[src/rtl/hash_arbiter_pkg.sv]
// hash_arbiter_pkg: shared widths, requester indices and FSM encoding for the hash arbiter.
package hash_arbiter_pkg;
    localparam int HASH_KEY_W = 64;
    localparam int HASH_LEN_W = 5;
    localparam int HASH_OUT_W = 10;
    localparam int REQ_PIT = 0;
    localparam int REQ_CS  = 1;
    localparam int REQ_FIB = 2;
    typedef enum logic [1:0] {
        IDLE = 2'd0,
        HOLD = 2'd1,
        RESP = 2'd2
    } state_t;
endpackage

[src/rtl/hash_arbiter_if.sv]
// hash_arbiter_if: requester, hash-unit and response signals of the hash arbiter.
interface hash_arbiter_if
    import hash_arbiter_pkg::*;
#(
    parameter int NUM_REQ = 3,
    parameter int ID_W    = 2
);
    logic [NUM_REQ-1:0]            req_valid;
    logic [NUM_REQ*HASH_KEY_W-1:0] req_data;
    logic [NUM_REQ*HASH_LEN_W-1:0] req_len;
    logic [NUM_REQ-1:0]            req_ready;
    logic [HASH_KEY_W-1:0]         hash_data;
    logic [HASH_LEN_W-1:0]         hash_len;
    logic [HASH_OUT_W-1:0]         hash_result;
    logic                          resp_valid;
    logic                          resp_ready;
    logic [HASH_OUT_W-1:0]         resp_hash;
    logic [ID_W-1:0]               resp_id;
    logic                          busy;
    modport slave (
        input  req_valid, req_data, req_len, hash_result, resp_ready,
        output req_ready, hash_data, hash_len, resp_valid, resp_hash, resp_id, busy
    );
    modport master (
        output req_valid, req_data, req_len, hash_result, resp_ready,
        input  req_ready, hash_data, hash_len, resp_valid, resp_hash, resp_id, busy
    );
endinterface

[src/rtl/hash_arbiter_rr_picker.sv]
// rr_picker: combinational round-robin selector, first valid index above last.
module rr_picker #(
    parameter int N    = 3,
    parameter int ID_W = 2
) (
    input  logic [N-1:0]    valid,
    input  logic [ID_W-1:0] last,
    output logic [N-1:0]    grant,
    output logic [ID_W-1:0] idx,
    output logic            any
);
    logic [ID_W-1:0] pos;
    always_comb begin
        idx = '0;
        pos = '0;
        // Walk from farthest to nearest so the nearest valid index wins.
        for (int k = N; k >= 1; k--) begin
            pos = ID_W'((int'(last) + k) % N);
            if (valid[pos]) idx = pos;
        end
        any   = |valid;
        grant = any ? N'(1) << idx : '0;
    end
endmodule

[src/rtl/hash_arbiter.sv]
// hash_arbiter: round-robin sharing of one fixed-latency hash unit among NDN lookup clients.
module hash_arbiter
    import hash_arbiter_pkg::*;
#(
    parameter int NUM_REQ      = 3,
    parameter int ID_W         = 2,
    parameter int HASH_LATENCY = 1
) (
    input logic          clk,
    input logic          rst,
    hash_arbiter_if.slave bus
);
    state_t                state_q, state_d;
    logic [ID_W-1:0]       last_q, last_d;
    logic [2:0]            cnt_q, cnt_d;
    logic [HASH_KEY_W-1:0] hash_data_q, hash_data_d;
    logic [HASH_LEN_W-1:0] hash_len_q, hash_len_d;
    logic [HASH_OUT_W-1:0] resp_hash_q, resp_hash_d;
    logic [ID_W-1:0]       resp_id_q, resp_id_d;
    logic [NUM_REQ-1:0]    grant;
    logic [ID_W-1:0]       winner;
    logic                  any_valid;

    rr_picker #(.N(NUM_REQ), .ID_W(ID_W)) u_pick (
        .valid(bus.req_valid),
        .last (last_q),
        .grant(grant),
        .idx  (winner),
        .any  (any_valid)
    );

    always_comb begin
        state_d     = state_q;
        last_d      = last_q;
        cnt_d       = cnt_q;
        hash_data_d = hash_data_q;
        hash_len_d  = hash_len_q;
        resp_hash_d = resp_hash_q;
        resp_id_d   = resp_id_q;
        case (state_q)
            IDLE: if (any_valid) begin
                hash_data_d = bus.req_data[int'(winner)*HASH_KEY_W +: HASH_KEY_W];
                hash_len_d  = bus.req_len[int'(winner)*HASH_LEN_W +: HASH_LEN_W];
                last_d      = winner;
                cnt_d       = 3'(HASH_LATENCY);
                state_d     = HOLD;
            end
            HOLD: if (cnt_q == '0) begin
                resp_hash_d = bus.hash_result;
                resp_id_d   = last_q;
                state_d     = RESP;
            end else begin
                cnt_d = cnt_q - 3'd1;
            end
            RESP: state_d = bus.resp_ready ? IDLE : RESP;
            default: state_d = IDLE;
        endcase
    end

    always_ff @(posedge clk or posedge rst) begin
        if (rst) begin
            state_q     <= IDLE;
            last_q      <= ID_W'(NUM_REQ - 1);
            cnt_q       <= '0;
            hash_data_q <= '0;
            hash_len_q  <= '0;
            resp_hash_q <= '0;
            resp_id_q   <= '0;
        end else begin
            state_q     <= state_d;
            last_q      <= last_d;
            cnt_q       <= cnt_d;
            hash_data_q <= hash_data_d;
            hash_len_q  <= hash_len_d;
            resp_hash_q <= resp_hash_d;
            resp_id_q   <= resp_id_d;
        end
    end

    assign bus.req_ready  = (state_q == IDLE) ? grant : '0;
    assign bus.hash_data  = hash_data_q;
    assign bus.hash_len   = hash_len_q;
    assign bus.resp_valid = (state_q == RESP);
    assign bus.resp_hash  = resp_hash_q;
    assign bus.resp_id    = resp_id_q;
    assign bus.busy       = (state_q != IDLE);
endmodule

[src/flat_wrapper.sv]
// flat-port wrapper written by rule: the top's interface ports become plain ports
module hash_arbiter_flat import hash_arbiter_pkg::*;
#(
    parameter int NUM_REQ      = 3,
    parameter int ID_W         = 2,
    parameter int HASH_LATENCY = 1
)
  (clk, rst, bus_req_valid, bus_req_data, bus_req_len, bus_hash_result, bus_resp_ready, bus_req_ready, bus_hash_data, bus_hash_len, bus_resp_valid, bus_resp_hash, bus_resp_id, bus_busy);
  hash_arbiter_if #(.NUM_REQ(NUM_REQ), .ID_W(ID_W)) bus_i ();
  input logic clk;
  input logic rst;
  input wire logic [$bits(bus_i.req_valid)-1:0] bus_req_valid;
  input wire logic [$bits(bus_i.req_data)-1:0] bus_req_data;
  input wire logic [$bits(bus_i.req_len)-1:0] bus_req_len;
  input wire logic [$bits(bus_i.hash_result)-1:0] bus_hash_result;
  input wire logic [$bits(bus_i.resp_ready)-1:0] bus_resp_ready;
  output wire logic [$bits(bus_i.req_ready)-1:0] bus_req_ready;
  output wire logic [$bits(bus_i.hash_data)-1:0] bus_hash_data;
  output wire logic [$bits(bus_i.hash_len)-1:0] bus_hash_len;
  output wire logic [$bits(bus_i.resp_valid)-1:0] bus_resp_valid;
  output wire logic [$bits(bus_i.resp_hash)-1:0] bus_resp_hash;
  output wire logic [$bits(bus_i.resp_id)-1:0] bus_resp_id;
  output wire logic [$bits(bus_i.busy)-1:0] bus_busy;
  assign bus_i.req_valid = bus_req_valid;
  assign bus_i.req_data = bus_req_data;
  assign bus_i.req_len = bus_req_len;
  assign bus_i.hash_result = bus_hash_result;
  assign bus_i.resp_ready = bus_resp_ready;
  assign bus_req_ready = bus_i.req_ready;
  assign bus_hash_data = bus_i.hash_data;
  assign bus_hash_len = bus_i.hash_len;
  assign bus_resp_valid = bus_i.resp_valid;
  assign bus_resp_hash = bus_i.resp_hash;
  assign bus_resp_id = bus_i.resp_id;
  assign bus_busy = bus_i.busy;
  hash_arbiter #(.NUM_REQ(NUM_REQ), .ID_W(ID_W), .HASH_LATENCY(HASH_LATENCY)) u_core (.clk(clk), .rst(rst), .bus(bus_i));
endmodule
[config.mk]
export PLATFORM = sky130hd
export DESIGN_NAME = hash_arbiter_flat
export DESIGN_NICKNAME = d
export VERILOG_FILES = /design/src/rtl/hash_arbiter_pkg.sv /design/src/rtl/hash_arbiter_if.sv /design/src/rtl/hash_arbiter_rr_picker.sv /design/src/rtl/hash_arbiter.sv /design/src/flat_wrapper.sv
export SDC_FILE = /design/constraint.sdc
export NUM_CORES = 1
export LEC_CHECK = 0
export CORE_AREA = 2 2 119 121
export DETAILED_ROUTE_END_ITERATION = 16
export DIE_AREA = 0 0 121 123
export PLACE_DENSITY = 0.91
export SYNTH_ARGS = -nofsm -noshare
export SYNTH_HDL_FRONTEND = slang
export SYNTH_SLANG_ARGS = --single-unit
[constraint.sdc]
create_clock -name clk -period 5.15 [get_ports clk]
set_clock_uncertainty 0.05 [all_clocks]
set_input_delay 0.7725 -clock clk [delete_from_list [all_inputs] [get_ports clk]]
set_output_delay 0.7725 -clock clk [all_outputs]
set_load 0.03 [all_outputs]
* Word-level counts from Yosys, hierarchy flattened
Index checks and enable logic that the tools add are counted.
** Word-level totals
- Output and inout port bits :: 86
- Bits of input ports :: 223
- Register bits after elaboration :: 88
** Cells by class
- Multiplexer cells :: 18
- Magnitude comparators :: 3
- Div/mod/pow operators :: 3
- Reduce and logical (&&, ||, !) cells :: 9
- $mul :: 1
- Equal/unequal tests :: 5
- Shifts and indexed selects :: 3
- Add/sub/neg operators :: 4
** Operator list (count)
- indexed part select 192 x 9 -> 64 bit :: 1
- remainder unit 32 x 3 -> 32 bit (second input constant) :: 3
- indexed part select 15 x 32 -> 5 bit :: 1
- two-way mux 2 bit :: 6
- two-way mux 3 bit :: 4
- < comparator 2 x 3 -> 1 bit (second input constant) :: 3
- adder 2 x 2 -> 3 bit (second input constant) :: 2
- binary-select mux 1 bit (select 2 bit) :: 3
- case mux 2 bit (3 select lines) :: 1
- case mux 3 bit (2 select lines) :: 1
- AND reduction 2 bit :: 3
- multiplier 2 x 3 -> 5 bit (second input constant) :: 1
- != test 2 x 1 -> 1 bit (second input constant) :: 2
- nonzero test 2 bit :: 2
- adder 2 x 1 -> 3 bit (second input constant) :: 1
- zero test 3 bit :: 1
- two-way mux 1 bit :: 3
- AND reduction 3 bit :: 1
- OR reduction 3 bit :: 1
- << shifter 1 x 2 -> 3 bit (first input constant) :: 1
- subtractor 3 x 1 -> 3 bit (second input constant) :: 1
- equality test 2 x 1 -> 1 bit (second input constant) :: 1
- equality test 2 bit (second input constant) :: 1
- zero test 2 bit :: 1
- != test 2 bit (second input constant) :: 1

* Longest topological paths before layout
Gate-level depths: netlist (run 1).
- Depth in word-level cells :: 10
- Gate-level depth with buffers :: 10

* By module
From an unflattened synthesis (run 1), not the netlist that was laid out.
** Second synthesis, totals
- Cells, all modules :: 541
- Area, all modules :: 5061.1 um2
** Modules (own cells, without submodules)
- hash_arbiter :: sequential area each 2203.4 um2, area each 4868.4 um2, times used 1, cells an instance 514
- rr_picker :: sequential area each 0.0 um2, area each 192.7 um2, times used 1, cells an instance 27

* Worst setup path before layout (run 1)
No wires, ideal clock.
- Path kind :: register -> output
- Start point :: register u_core.last_q[1]
- End point :: output port bus_req_ready[1]
- Stages on the path, launching flop included :: 9
- Setup slack :: 2.249 ns
- Data arrival time :: 2.079 ns
- Path buffers :: 3
- Path through :: dfstp_2 ha_1 buf_2 nand3b_1 o311ai_0 o21ai_1 buf_4 buf_6 nor2b_1
** On the way
- Longest elaborated chain between the ends :: 10
- Elaborated cells on any way between the ends :: 18
** RTL lines
- from (decl) :: line hash_arbiter.sv:14 : logic [ID_W-1:0] last_q, last_d;
- from (signal assigned) :: line hash_arbiter.sv:63 : last_q <= ID_W'(NUM_REQ - 1);
- from (signal assigned) :: line hash_arbiter.sv:71 : last_q <= last_d;
- adder 2 x 2 -> 3 bit :: line hash_arbiter_rr_picker.sv:18 : pos = ID_W'((int'(last) + k) % N);
- remainder unit 32 x 3 -> 32 bit :: line hash_arbiter_rr_picker.sv:18
- binary-select mux 1 bit (select 2 bit) :: line hash_arbiter_rr_picker.sv:19 : if (valid[pos]) idx = pos;
- two-way mux 1 bit (not written as such) :: line hash_arbiter_rr_picker.sv:19
- two-way mux 2 bit (2 in a row) :: line hash_arbiter_rr_picker.sv:19
- two-way mux 2 bit * :: line hash_arbiter_rr_picker.sv:19
- << shifter 1 x 2 -> 3 bit * :: line hash_arbiter_rr_picker.sv:22 : grant = any ? N'(1) << idx : '0;
- two-way mux 3 bit * :: line hash_arbiter_rr_picker.sv:22
- two-way mux 3 bit * :: line hash_arbiter.sv:80 : assign bus.req_ready = (state_q == IDLE) ? grant : '0;
- to (decl) :: line flat_wrapper.sv:17 : output wire logic [$bits(bus_i.req_ready)-1:0] bus_req_ready;
Mark *: on every way between the ends. The rest lies on a longest branch, timed or not. The select of a mux whose other input is x is not followed.

* Final worst setup path (run 1)
- Start point :: input port bus_req_valid[1]
- End point :: output port bus_req_ready[2]
** On the way
- Longest elaborated chain between the ends :: 8
- Elaborated cells on any way between the ends :: 13
** RTL lines
- from (decl) :: line flat_wrapper.sv:12 : input wire logic [$bits(bus_i.req_valid)-1:0] bus_req_valid;
- binary-select mux 1 bit (select 2 bit) :: line hash_arbiter_rr_picker.sv:19
- two-way mux 1 bit (not written as such) :: line hash_arbiter_rr_picker.sv:19
- two-way mux 2 bit (3 in a row) :: line hash_arbiter_rr_picker.sv:19
- << shifter 1 x 2 -> 3 bit :: line hash_arbiter_rr_picker.sv:22
- two-way mux 3 bit * :: line hash_arbiter_rr_picker.sv:22
- two-way mux 3 bit * :: line hash_arbiter.sv:80
Marked as above.

==> impl_metrics.ini, run 1 <==
[clocking]
cts.htree.levels = 3
cts_tree = done
cts_resized = 0
cts_setup_buffers = 0
numCtsBuffers = 9
clk_path_buf_depth = 2
ctsRootBufferMaster = clkbuf_16
cts.sinks = 88
cts.clk_slew.worst_paths_ps = 70
hold_buffers = 0
clk_latency_ps = 340

[power_and_ir_drop]
power_leakage_uw = 0.00371
cellPowerDensity_nw_per_um2 = 646
vdd_drop_max_uv = 399
finalPower_uw = 5640

[route]
viasPerCell = 4.95
via_count = 4717
routed_wl_um = 16500
ant_nets = 0
drt_pass1_iterations = 4
drtIter0Drc = 163
drc = 0
detail_route.wl_per_cell_um = 17.3

[synthesis]
ys_types = 34
synthArstFlopShare_pct = 100
avgSynthCellArea_um2 = 11.1
synth.most_common_cell = dfrtp_1
ys_warn_count = 0
synth_ff_type = dfrtp_1
synth_top_area_cell = dfrtp_1
seq_area_frac_synth_pct = 41.8
synthCells = 474
ys_ff_latch = 88
synth_edf_count = 0
syn_nets = 703
ys_top_cells_by_count = dfrtp_1 (87), inv_1 (78), nand2_1 (73)
synth_area_leaders = dfrtp_1 (41%), o221ai_2 (20%), mux2i_1 (13%)
synthesis.area_um2 = 5270
synth_top_area_share_pct = 41.3

[critical_path]
reg2reg_to = u_core.bus.hash_data[37]
cpMostUsedCell = clkdlybuf4s50_1
reg2reg_slack_ps = 1870
critPathCaptureType = output port
worstPathArrival_ps = 3150
slowest_delay_ps = 660
slowest_stage = clkdlybuf4s50_1
critical_path_class = input port to output port
crit_path_cell_trace = clkdlybuf4s50_1, mux2i_1, nor2_1, or3_1, a21o_4, inv_1, clkdlybuf4s50_1
critPathMaxFanout = 26
required_ps = 4330
startpoint_type = input port
reg2reg_from = u_core.last_q[0]
r2r_cells = 9
critPathLaunch = bus_req_valid[1]

[cells_and_area]
design_area_um2 = 8730
multi_input_area_um2 = 2540
areaGrowthSynthToFinish_pct = 65.7
seq_area_um2 = 2200
drive_above_1_share_pct = 14.7
final_net_count = 995
fill_cells = 1089

[timing]
period_share_pct = 77.2
worst_slew_pin_slew_ps = 839
max_freq_mhz = 251
hold_viol = 0
fin_setup_tns_ps = 0
rsz0062_at_grt = no
fin_crit_ps = 3980
slew_viol_final = 0
worst_slack_ps = 1170
maxSlewHeadroom_pct = 44.1
holdWs_ps = 431
finalSetupViolations = 0

[global_route]
grtUsageTotal_pct = 22.0
grt_max_degree = 74
antenna_found_initial = 1
grt_pass1_vias = 4972
busiest_layer = met2
grt_util_met2_pct = 40.0
grt_pass1_wl_um = 25400
grt-ovfl-total = 0
use_met1_pct = 25.0
gr-usage-met3_pct = 5.95

[floorplan]
rows = 43
ios = 309
chipHeight_um = 123
die_area_um2 = 14900
die_w_um = 121
coreArea_um2 = 13600
start_util_pct = 38.7

[placed_design]
portBuffers = 308
dp_hpwl_um = 12500
dpl_worst_slack_ps = 1200
place.gp.congestion = 0.834
placed_area_um2 = 8400

[job]
max_cap_viol_count = 0

[worst_hold_path]
holdPathEnd = u_core.bus.resp_id[0]
whs_path_depth = 2
hp-start = u_core.bus.resp_id[0]
min-delay-path-class = flip-flop to flip-flop

[outcome]
status = finished clean
==> critical path: cells and delay by family <==
family                 cells  cell delay [ps]
and+or+nand+nor            2              520
muxes                      1              190
AOI/OAI and AO/OA          1              380
buffers and inverters      3             1280
==> cell type report <==
class | count | area share, %
clock inverters | 7 | 1.19
inverters | 78 | 3.37
repair buffers | 315 | 35.9
flip-flops and latches | 88 | 25.2
multi-input cells | 274 | 29.1
well taps | 180 | 2.58
diodes | 1 | 0.0287
clock buffers | 9 | 2.58
==> power by group <==
| part | internal [µW] | switching (µW) | total, µW | leakage [µW] |
|---|---|---|---|---|
| Combinational | 1610 | 2060 | 3670 | 0.00247 |
| Sequential | 1060 | 195 | 1250 | 0.00108 |
| Clock | 431 | 282 | 713 | 0.000161 |
==> placed cells by master, fill, tap and decap left out, types with 2 or more instances in the layout <==
cell type          n
ha_1               6
nand3_1            2
nand3b_1           3
clkdlybuf4s50_1  308
clkinv_4           3
o221ai_2          69
nor2b_1            4
nand2_1           73
or2_2              2
clkbuf_16          9
inv_6              2
and3b_1            3
buf_4              7
mux2i_1           71
nand2b_1           2
nor2_1             4
dfrtp_1           87
inv_1             77
mux2_2            13
o21ai_0            6
bufinv_16          2
==> layer usage <==
layer,wire length [µm],up-vias
met4,280,0
met3,1450,22
met2,8400,205
li1,-,2257
met5,0,-
met1,6350,2233
==> through the flow <==
stage                     utilization (%)  instances
final                                64.1        952
after global placement               61.7        935
after global routing                 64.1        951
after floorplan                         -        474
after CTS                            64.1        951
after detailed placement             61.7        935
==> cell families (layout without fill, tap and decap cells) <==
kind of cell / Yosys count / count (layout) / synth area share, %
AOI/OAI and AO/OA: 84 / 84 / 21.4
adders and majority gates: 6 / 6 / 1.42
buffers and inverters: 112 / 409 / 10.6
DFF: 88 / 88 / 41.8
muxes: 84 / 84 / 16.3
other: 0 / 1 / 0
and+or+nand+nor: 100 / 100 / 8.50
==> how the worst max path moves through the flow <==
stage               cells past startpoint                      end
floorplan                               1  u_core.bus.hash_data[0]
global placement                        7         bus_req_ready[2]
detailed placement                      7         bus_req_ready[1]
CTS                                     7         bus_req_ready[1]
global route                            7         bus_req_ready[1]
finish                                  7         bus_req_ready[2]
==> sequential cells by signal, summed over array words and instances (netlist names) <==
name,flops
u_core.bus.hash_len,5
u_core.state_q,2
u_core.bus.resp_id,2
u_core.bus.hash_data,64
u_core.last_q,2
u_core.cnt_q,3
u_core.bus.resp_hash,10
Note: power is estimated with default switching activity, not from simulation.
==> run 2: changes to the inputs <==
- CORE_AREA: 2 2 119 121 -> 2 2 120 122
- DIE_AREA: 0 0 121 123 -> 0 0 122 124
- PLACE_DENSITY: 0.91 -> 0.9
- clock period: 5.15 -> 3.8 ns (I/O delays scaled with it)
==> run 2 against run 1 <==
Compared with the run above:
- wire length down 2.5%
- setup slack worse by 930 ps
- count of clock-buffer cells in the layout increased by 3
- non-clock buffer count shrank 1
- utilization down 0.40 points
- clock power increased by 30%
- power increased by 35%
- sequential share of layout area about the same
- critical path depth increased by 1
- global-route usage down 0.85 points
- cell count fell by 0.21%
- die area increased by 1.6%
- largest cell class unchanged
- largest power group unchanged
- highest routed layer unchanged
==> impl_metrics.ini, run 2 (synthesis results as in run 1) <==
[power_and_ir_drop]
cellPowerDensity_nw_per_um2 = 872
vdd_drop_max_uv = 578
power_leakage_uw = 0.00372

[route]
via_count = 4688
drtIter0Drc = 248
detail_route.wl_per_cell_um = 16.9
drt_pass1_iterations = 6
viasPerCell = 4.93
ant_nets = 0
drc = 0
routed_wl_um = 16100

[critical_path]
cpMostUsedCell = inv_1
critPathLaunch = u_core.last_q[0]
slowest_delay_ps = 670
reg2reg_from = u_core.last_q[0]
critPathCaptureType = output port
critical_path_class = flip-flop to output port
critPathMaxFanout = 13
required_ps = 3180
r2r_cells = 9
worstPathArrival_ps = 2940
startpoint_type = flip-flop
slowest_stage = clkdlybuf4s50_1
crit_path_cell_trace = inv_1, ha_1, nand2b_1, a21oi_1, or3_1, a21o_4, inv_1, clkdlybuf4s50_1

[cells_and_area]
largest_register_ffs = 64
final_common_cell = clkdlybuf4s50_1
final_net_count = 994
areaGrowthSynthToFinish_pct = 65.9
drive_above_1_share_pct = 14.7
fill_cells = 1104
antenna_cells = 0
most-common-layout-cells = clkdlybuf4s50_1 (307), dfrtp_1 (87), inv_1 (77)

[timing]
maxSlewHeadroom_pct = 45.7
fin_crit_ps = 3560
hold_viol = 0
fin_setup_tns_ps = 0
finalSetupViolations = 0
period_share_pct = 93.6
rsz0062_at_grt = no
worst_slew_pin_slew_ps = 814
slew_viol_final = 0
max_freq_mhz = 281
worst_slack_ps = 244

[global_route]
grt_max_degree = 74
grt-ovfl-total = 0
antenna_found_initial = 0
grt_pass1_vias = 4834
grt_pass1_wl_um = 24600
grtUsageTotal_pct = 21.1

[clocking]
cts_resized = 0
hold_buffers = 0
numCtsBuffers = 9
clk_path_buf_depth = 2
cts.sinks = 88
cts_setup_buffers = 0
cts.clk_slew.worst_paths_ps = 70
cts_tree = done
ctsRootBufferMaster = clkbuf_16
clk_latency_ps = 330
cts.htree.levels = 3

[worst_hold_path]
whs_path_depth = 2
min-delay-path-class = flip-flop to flip-flop
hp-start = u_core.bus.resp_id[1]

[floorplan]
rows = 43
ios = 309
coreArea_um2 = 13700
die_area_um2 = 15100
die_w_um = 122
start_util_pct = 38.4
chipHeight_um = 124

[placed_design]
place.gp.congestion = 0.842
portBuffers = 308
dpl_worst_slack_ps = 434
dp_hpwl_um = 12100

[outcome]
status = finished clean

[job]
max_cap_viol_count = 0
run 2: worst paths after layout:
path	endpoint	slack [ps]
max	bus_req_ready[2]	240
min	u_core.bus.resp_id[1]	430
max reg2reg	u_core.bus.hash_data[22]	730
min reg2reg	u_core.bus.resp_id[1]	430
max in group asynchronous	u_core.last_q[1]	2320
min in group asynchronous	u_core.bus.hash_data[55]	630
run 2: through the flow:
stage               std cells  instance area [µm²]  hold slack, ps  util, %  power (µW)
finish                    950                 8740             430     63.7        7620
floorplan                 474                 5270             419        -        5190
global placement          934                 8430             417     61.4        6660
detailed placement        934                 8430             421     61.4        6770
global route              950                 8740             457     63.7        8110
CTS                       950                 8740             435     63.7        7730
run 2: metal layers:
metal	track usage [%]	routed length (µm)	up-vias
met1	22.8	5900	2209
met2	38.8	8340	207
met3	6.18	1540	19
li1	-	-	2253
met5	0	0	-
met4	8.26	300	0
run 2: cell type report:
| type | count | area, µm² | area share, % |
|---|---|---|---|
| Timing Repair Buffer | 314 | 3160 | 36.2 |
| Multi-Input combinational cell | 274 | 2540 | 29.1 |
| Sequential cell | 88 | 2200 | 25.2 |
| Inverter | 78 | 294 | 3.36 |
| Clock buffer | 12 | 267 | 3.05 |
| Tap cell | 180 | 225 | 2.58 |
| Clock inverter | 4 | 51.3 | 0.587 |
run 2: power by group:
part,internal [µW],switching [µW]
clock,563,364
sequential,1430,263
combinational,2210,2790
total,4200,3420
run 2: worst max-delay path, delay by kind of cell (launching register included):
kind	cells	cell delay, ps
compound gates	2	310
fa+ha+maj	1	480
buf+inv	3	820
flops	1	390
simple gates	2	610
==> run 3: changes to the inputs <==
- CAP_MARGIN: default -> 20
- SLEW_MARGIN: default -> 20
==> results of run 3 <==
Same layout as run 2: the final DEF is identical, and so are final timing and power.
